===== config.mk =====
export PLATFORM = sky130hd
export DESIGN_NAME = mem_stage_ctrl_flat
export DESIGN_NICKNAME = d
export VERILOG_FILES = /design/src/rtl/mem_stage_ctrl_if.sv /design/src/rtl/mem_stage_ctrl.sv /design/src/flat_wrapper.sv
export SDC_FILE = /design/constraint.sdc
export NUM_CORES = 1
export LEC_CHECK = 0
export ABC_AREA = 1
export CELL_PAD_IN_SITES_DETAIL_PLACEMENT = 1
export CELL_PAD_IN_SITES_GLOBAL_PLACEMENT = 1
export CORE_UTILIZATION = 23
export CTS_CLUSTER_DIAMETER = 80
export DETAILED_ROUTE_END_ITERATION = 7
export PLACE_DENSITY = 0.62
export SLEW_MARGIN = 30
export SYNTH_ARGS = -nofsm -noshare
export SYNTH_HDL_FRONTEND = slang
export SYNTH_SLANG_ARGS = --single-unit

===== constraint.sdc =====
create_clock -name clk -period 8 [get_ports clk]
set_input_delay 2 -clock clk [delete_from_list [all_inputs] [get_ports clk]]
set_output_delay 2 -clock clk [all_outputs]
set_load 0.03 [all_outputs]

===== src/rtl/mem_stage_ctrl_if.sv =====
// Data-memory request/acknowledge bus between the MEM-stage controller and data memory.
// Handshake: req rises with we/addr/wdata stable and stays high until the cycle ack is seen; rdata/err are valid only with ack.
interface mem_stage_ctrl_if #(
  parameter int WORD_LEN = 16
);
  logic                req;
  logic                we;
  logic [WORD_LEN-1:0] addr;
  logic [WORD_LEN-1:0] wdata;
  logic                ack;
  logic [WORD_LEN-1:0] rdata;
  logic                err;

  modport master (output req, we, addr, wdata, input ack, rdata, err);
  modport slave  (input req, we, addr, wdata, output ack, rdata, err);
endinterface


===== src/rtl/mem_stage_ctrl.sv =====
// MEM stage controller: issues data-memory accesses from EX/MEM, stalls upstream while
// the access is outstanding, and holds the MEM/WB register presented to write-back.
module mem_stage_ctrl #(
  parameter int WORD_LEN  = 16,
  parameter int INSTR_LEN = 19,
  parameter int TIMEOUT   = 15
) (
  input  logic                 clk,
  input  logic                 rst,
  input  logic                 i_ex_valid,
  input  logic                 i_ex_mem_read,
  input  logic                 i_ex_mem_write,
  input  logic                 i_ex_rf_write_en,
  input  logic                 i_ex_sel_wb_mem,
  input  logic [WORD_LEN-1:0]  i_ex_alu_out,
  input  logic [WORD_LEN-1:0]  i_ex_rf_out2,
  input  logic [INSTR_LEN-1:0] i_ex_instruction,
  mem_stage_ctrl_if.master     dmem,
  output logic                 o_stall,
  output logic                 o_wb_valid,
  output logic                 o_wb_rf_write_en,
  output logic [WORD_LEN-1:0]  o_wb_data,
  output logic [INSTR_LEN-1:0] o_wb_instruction,
  output logic                 o_mem_fault,
  output logic                 o_dbg_state
);

  localparam int CW = ($clog2(TIMEOUT) > 4) ? $clog2(TIMEOUT) : 4;
  localparam logic [CW-1:0] CNT_LAST = CW'(TIMEOUT - 1);

  typedef enum logic {S_IDLE = 1'b0, S_WAIT = 1'b1} state_t;

  state_t               r_state;
  logic [CW-1:0]        r_cnt;
  logic                 r_req;
  logic                 r_we;
  logic [WORD_LEN-1:0]  r_addr;
  logic [WORD_LEN-1:0]  r_wdata;
  logic                 r_wb_valid;
  logic                 r_wb_rf_we;
  logic [WORD_LEN-1:0]  r_wb_data;
  logic [INSTR_LEN-1:0] r_wb_instr;
  logic                 r_fault;

  logic w_mem_op;
  logic w_timeout;

  // A simultaneous read+write request is issued as a write.
  assign w_mem_op  = i_ex_valid & (i_ex_mem_read | i_ex_mem_write);
  assign w_timeout = (r_cnt == CNT_LAST);

  always_comb begin
    o_stall = 1'b0;
    if (!rst) begin
      if (r_state == S_IDLE) o_stall = w_mem_op;
      else                   o_stall = ~(dmem.ack | w_timeout);
    end
  end

  always_ff @(posedge clk or posedge rst) begin
    if (rst) begin
      r_state    <= S_IDLE;
      r_cnt      <= '0;
      r_req      <= 1'b0;
      r_we       <= 1'b0;
      r_addr     <= '0;
      r_wdata    <= '0;
      r_wb_valid <= 1'b0;
      r_wb_rf_we <= 1'b0;
      r_wb_data  <= '0;
      r_wb_instr <= '0;
      r_fault    <= 1'b0;
    end else begin
      case (r_state)
        S_IDLE: begin
          if (w_mem_op) begin
            r_req      <= 1'b1;
            r_we       <= i_ex_mem_write;
            r_addr     <= i_ex_alu_out;
            r_wdata    <= i_ex_rf_out2;
            r_wb_valid <= 1'b0;
            r_cnt      <= '0;
            r_state    <= S_WAIT;
          end else begin
            r_wb_valid <= i_ex_valid;
            r_wb_rf_we <= i_ex_rf_write_en;
            r_wb_data  <= i_ex_alu_out;
            r_wb_instr <= i_ex_instruction;
            r_fault    <= 1'b0;
          end
        end
        S_WAIT: begin
          if (!w_timeout) r_cnt <= r_cnt + 1'b1;
          // Ack takes priority over a timeout landing in the same cycle.
          if (dmem.ack) begin
            r_req      <= 1'b0;
            r_state    <= S_IDLE;
            r_wb_valid <= 1'b1;
            r_wb_instr <= i_ex_instruction;
            r_wb_data  <= (~r_we & i_ex_sel_wb_mem) ? dmem.rdata : i_ex_alu_out;
            r_fault    <= dmem.err;
            r_wb_rf_we <= i_ex_rf_write_en & ~dmem.err;
          end else if (w_timeout) begin
            r_req      <= 1'b0;
            r_state    <= S_IDLE;
            r_wb_valid <= 1'b1;
            r_wb_instr <= i_ex_instruction;
            r_wb_data  <= '0;
            r_fault    <= 1'b1;
            r_wb_rf_we <= 1'b0;
          end
        end
        default: r_state <= S_IDLE;
      endcase
    end
  end

  assign dmem.req         = r_req;
  assign dmem.we          = r_we;
  assign dmem.addr        = r_addr;
  assign dmem.wdata       = r_wdata;
  assign o_wb_valid       = r_wb_valid;
  assign o_wb_rf_write_en = r_wb_rf_we;
  assign o_wb_data        = r_wb_data;
  assign o_wb_instruction = r_wb_instr;
  assign o_mem_fault      = r_fault;
  assign o_dbg_state      = r_state;

endmodule


===== src/flat_wrapper.sv =====
// flat-port wrapper written by rule: the top's interface ports become plain ports
module mem_stage_ctrl_flat 
#(
  parameter int WORD_LEN  = 16,
  parameter int INSTR_LEN = 19,
  parameter int TIMEOUT   = 15
)
  (clk, rst, i_ex_valid, i_ex_mem_read, i_ex_mem_write, i_ex_rf_write_en, i_ex_sel_wb_mem, i_ex_alu_out, i_ex_rf_out2, i_ex_instruction, o_stall, o_wb_valid, o_wb_rf_write_en, o_wb_data, o_wb_instruction, o_mem_fault, o_dbg_state, dmem_req, dmem_we, dmem_addr, dmem_wdata, dmem_ack, dmem_rdata, dmem_err);
  mem_stage_ctrl_if #(.WORD_LEN(WORD_LEN)) dmem_i ();
  input  logic clk;
  input  logic rst;
  input  logic i_ex_valid;
  input  logic i_ex_mem_read;
  input  logic i_ex_mem_write;
  input  logic i_ex_rf_write_en;
  input  logic i_ex_sel_wb_mem;
  input  logic [WORD_LEN-1:0] i_ex_alu_out;
  input  logic [WORD_LEN-1:0] i_ex_rf_out2;
  input  logic [INSTR_LEN-1:0] i_ex_instruction;
  output logic o_stall;
  output logic o_wb_valid;
  output logic o_wb_rf_write_en;
  output logic [WORD_LEN-1:0] o_wb_data;
  output logic [INSTR_LEN-1:0] o_wb_instruction;
  output logic o_mem_fault;
  output logic o_dbg_state;
  output wire logic [$bits(dmem_i.req)-1:0] dmem_req;
  output wire logic [$bits(dmem_i.we)-1:0] dmem_we;
  output wire logic [$bits(dmem_i.addr)-1:0] dmem_addr;
  output wire logic [$bits(dmem_i.wdata)-1:0] dmem_wdata;
  input wire logic [$bits(dmem_i.ack)-1:0] dmem_ack;
  input wire logic [$bits(dmem_i.rdata)-1:0] dmem_rdata;
  input wire logic [$bits(dmem_i.err)-1:0] dmem_err;
  assign dmem_req = dmem_i.req;
  assign dmem_we = dmem_i.we;
  assign dmem_addr = dmem_i.addr;
  assign dmem_wdata = dmem_i.wdata;
  assign dmem_i.ack = dmem_ack;
  assign dmem_i.rdata = dmem_rdata;
  assign dmem_i.err = dmem_err;
  mem_stage_ctrl #(.WORD_LEN(WORD_LEN), .INSTR_LEN(INSTR_LEN), .TIMEOUT(TIMEOUT)) u_core (.clk(clk), .rst(rst), .i_ex_valid(i_ex_valid), .i_ex_mem_read(i_ex_mem_read), .i_ex_mem_write(i_ex_mem_write), .i_ex_rf_write_en(i_ex_rf_write_en), .i_ex_sel_wb_mem(i_ex_sel_wb_mem), .i_ex_alu_out(i_ex_alu_out), .i_ex_rf_out2(i_ex_rf_out2), .i_ex_instruction(i_ex_instruction), .dmem(dmem_i), .o_stall(o_stall), .o_wb_valid(o_wb_valid), .o_wb_rf_write_en(o_wb_rf_write_en), .o_wb_data(o_wb_data), .o_wb_instruction(o_wb_instruction), .o_mem_fault(o_mem_fault), .o_dbg_state(o_dbg_state));
endmodule

Yosys cells after proc, flatten, opt, wreduce, memory -nomap -nowiden:

Index checks and enable logic that the tools add are counted.

* muxes and demuxes: 32
* add/subtract/negate cells: 1
* reductions and logical operators: 4
* bitwise gates (word level): 9
* eq/ne operators: 5

Operators by type and width (count)
* $mux W16: 4
* $mux W19: 3
* $pmux W19 S2: 1
* $pmux W16 S2: 1
* $mux W1: 15
* $pmux W1 S2: 5
* $mux W4: 2
* $pmux W4 S2: 1
* $reduce_and A2 Y1: 4
* $add A4 B1 Y4 const B: 1
* $eq A4 B4 Y1 const B: 1
* $ne A2 B2 Y1 const B: 2
* $not A1 Y1: 4
* $and A1 B1 Y1: 3
* $ne A3 B3 Y1 const B: 1
* $ne A2 B1 Y1 const B: 1
* $or A1 B1 Y1: 2

* logic and storage cells: 62
* register bits: 77
* output and inout bits: 74

Depth between registers and ports, before layout:

* word-level depth: 5
* mapped depth: 9
* mapped depth without buffers: 8

Worst setup path after synthesis:

Ideal clock, no wire load.

* path kind: in2out
* start point: in i_ex_mem_write
* end point: out o_stall
* buffers on the path: 1
* arrival: 3.020 ns
* cell stages on the path: 7
* setup slack: 2.980 ns
* required time: 6.000 ns
* cell sequence: inv_1 nand2_1 nand2_4 nand2_4 inv_4 buf_6 nor2_1

* cells in the longest elaborated chain, start to end: 4

Ends and longest elaborated chain
* start, declared: line flat_wrapper.sv:14 `input logic i_ex_mem_write;`
* $or A1 B1 Y1: line mem_stage_ctrl.sv:49 `assign w_mem_op = i_ex_valid & (i_ex_mem_read | i_ex_mem_write);`
* $and A1 B1 Y1: line mem_stage_ctrl.sv:49
* $mux W1: line mem_stage_ctrl.sv:55 `if (r_state == S_IDLE) o_stall = w_mem_op;`
* $mux W1: line mem_stage_ctrl.sv:54 `if (!rst) begin`
* end, declared: line flat_wrapper.sv:20 `output logic o_stall;`

Every way passes these cells.

Worst setup path after layout:

Ends and elaborated chain as after synthesis.

==> run summary <==
status -> complete, no violations
IO Pins -> 150
Post-Place Worst Slack -> 1410 ps
final number of max-transition violations -> 0
CP top delay family -> buffers and inverters
grt peak-use layer -> met2
Setup TNS -> 0 ps
CTS sink count -> 77
clk_lat worst skew -> 340 ps
PwrDens -> 284 mW/mm²
WP data required -> 6000 ps
row count -> 44
PortBufs -> 149
M2 GR Usage -> 22.5%
CTS root buf -> clkbuf_16
crit path from -> i_ex_mem_write
CTS tree -> built
Yosys cell types -> 21
Post-CTS Setup Inserts -> 0
drt pass-1 iters -> 4
Leakage -> 0.00261 µW
final setup fails -> 0
slowest CP cell -> clkdlybuf4s50_1
Starting DRT DRC Count -> 84
crit-path max cell delay -> 680 ps
ANT nets after route -> 0
Placer Congestion -> 0.759
Hold Crit Start -> u_core.dmem.wdata[5]
placed cell area -> 0.00503 mm²
critical setup path kind -> in2out
Fill cells -> 1,703
Hold Vio Cnt, Final -> 0
Cell Chain, Critical Path -> clkdlybuf4s50_1 -> inv_1 -> nand2_1 -> nand2_4 -> nand2_4 -> inv_4 -> nor2_1 -> clkdlybuf4s50_1
slack of the critical path -> 1440 ps
worst r2r src -> u_core.o_dbg_state
Worst-Margin Slew -> 727 ps
unrepaired setup endpoints after global routing -> no
CP endpoint kind -> output pin
DP Wirelength -> 7.71 mm
Initial Util -> 23.7%
CORE AREA -> 0.0146 mm²
crit path buf inv count -> 4
WL final -> 10.6 mm
Die Span X -> 125 µm
vias per inst -> 4.15
Max-slew headroom -> 51.6%
#FFs+latches synth -> 77
GRT overflow -> 0
final-stage net count -> 628
hold crit path type -> reg2reg
worst vdd ir -> 0.000118 V
FMAX -> 152 MHz
Die Span Y -> 125 µm
Worst-path clk slew -> 60 ps
Overall Power -> 1520 µW
vias in the first global route -> 3,475
crit share post-route -> 82.0%
Post-route DRC -> 0
Antenna diodes -> 0
share of layout cells above drive strength 1 -> 7.22%
Tmin final -> 6560 ps
TritonCTS buffer count -> 9
Post-Syn Nets -> 485
clk_skew -> 3.40 ps
largest net degree at the start of global routing -> 78
met1 Use GR -> 18.0%
Max-cap violations -> 0
sequential share of the synthesized area -> 55.8%
via count -> 3,063
Cell Area, Synth -> 0.00345 mm²
CP Launch Type -> primary input
CP Data Arrival Time -> 4560 ps
CP max FO -> 41
post-CTS sizing -> 0
fin area -> 0.00533 mm²
Post-CTS Hold Fix Bufs -> 0
detailed-route wire length per cell -> 14.4 µm
Fin Hold WS -> 476 ps
first-pass GRT wire length -> 17.6 mm
initial antenna violation count -> 0
die area -> 0.0155 mm²
Syn. warnings -> 0
# H-tree levels -> 3
global-route usage over all layers -> 14.5%
met3 usage in global routing -> 5.97%
post-synthesis instance total -> 407
most frequent cells in the layout -> 192 x nand2_1, 149 x clkdlybuf4s50_1, 77 x dfrtp_1
Avg Inst Size Synth -> 8.49 µm²
commonest non-fill, non-tap cell in the layout -> nand2_1
CTS Buffer Depth -> 2
Layout area overhead -> 54.3%
-- worst min-delay path, stage by stage, from the launching register on --
cell,delay [ps]
dfrtp_1,340
nand2_1,50
nand2_1,50
-- synthesized netlist by cell type (all sizes together) --
cell,number,area share (%)
dfrtp,77,56
clkbuf,1,0.11
nand3,26,3.9
o21ai,25,5.5
nand2,194,22
nand3b,1,0.22
nor2,34,3.9
inv,26,2.9
buf,18,4.7
a21boi,1,0.22
ha,2,0.72
xnor2,1,0.25
xor2,1,0.25
-- through the flow --
| step | utilization [%] | std cells |
|---|---|---|
| after floorplan | - | 407 |
| after global placement | 34.4 | 723 |
| after detailed placement | 34.5 | 723 |
| after CTS | 36.5 | 738 |
| after global routing | 36.5 | 738 |
| final | 36.5 | 738 |
-- cells by family (layout without fill, tap and decap cells) --
logic type,after synthesis,count (layout),synth area share [%]
simple gates,255,255,29.6
buf+inv,45,192,7.75
xor+xnor,2,2,0.507
fa+ha+maj,2,2,0.724
compound gates,26,26,5.69
flops,77,77,55.8
-- where the power goes --
| group | total (µW) | switching (µW) | internal (µW) | leakage [µW] |
|---|---|---|---|---|
| clock | 413 | 158 | 256 | 0.000147 |
| combinational | 562 | 334 | 228 | 0.00152 |
| sequential | 540 | 60.1 | 480 | 0.000948 |
-- per-layer routing --
metal  wire [µm]  share of wire (%)  vias up
li1            -                  -     1536
met1        4860                 46     1410
met2        4720                 45      106
met3         890                8.4       11
met4         142                1.3        0
met5           0                  0        -
-- registers in the layout, summed over array words and instances (netlist names) --
| name | cells |
|---|---|
| u_core.dmem.we | 1 |
| u_core.dmem.addr | 16 |
| u_core.dmem.req | 1 |
| u_core.dmem.wdata | 16 |
| u_core.o_wb_data | 16 |
| u_core.r_cnt | 4 |
| u_core.o_wb_valid | 1 |
| u_core.o_wb_instruction | 19 |
| u_core.o_mem_fault | 1 |
| u_core.o_wb_rf_write_en | 1 |
| u_core.o_dbg_state | 1 |
-- path summary, 6_finish.rpt --
check,cells after the start,slack (ps),endpoint
min in group asynchronous,3,2220,u_core.o_wb_instruction[8]
min,2,480,u_core.dmem.wdata[5]
max,8,1440,o_stall
max in group asynchronous,3,5300,u_core.dmem.addr[6]
max reg2reg,6,6030,u_core.o_wb_data[12]
min reg2reg,2,480,u_core.dmem.wdata[5]
-- area by class of cell --
class / instances / area, µm² / area share (%)
Timing Repair Buffer: 151 / 1510 / 28.3
Clock buffer: 11 / 253 / 4.74
Multi-Input combinational cell: 285 / 1260 / 23.6
Clock inverter: 4 / 47.5 / 0.892
Sequential cell: 77 / 1930 / 36.2
Inverter: 26 / 101 / 1.90
Tap cell: 184 / 230 / 4.32
(Power assumes the default switching activity.)
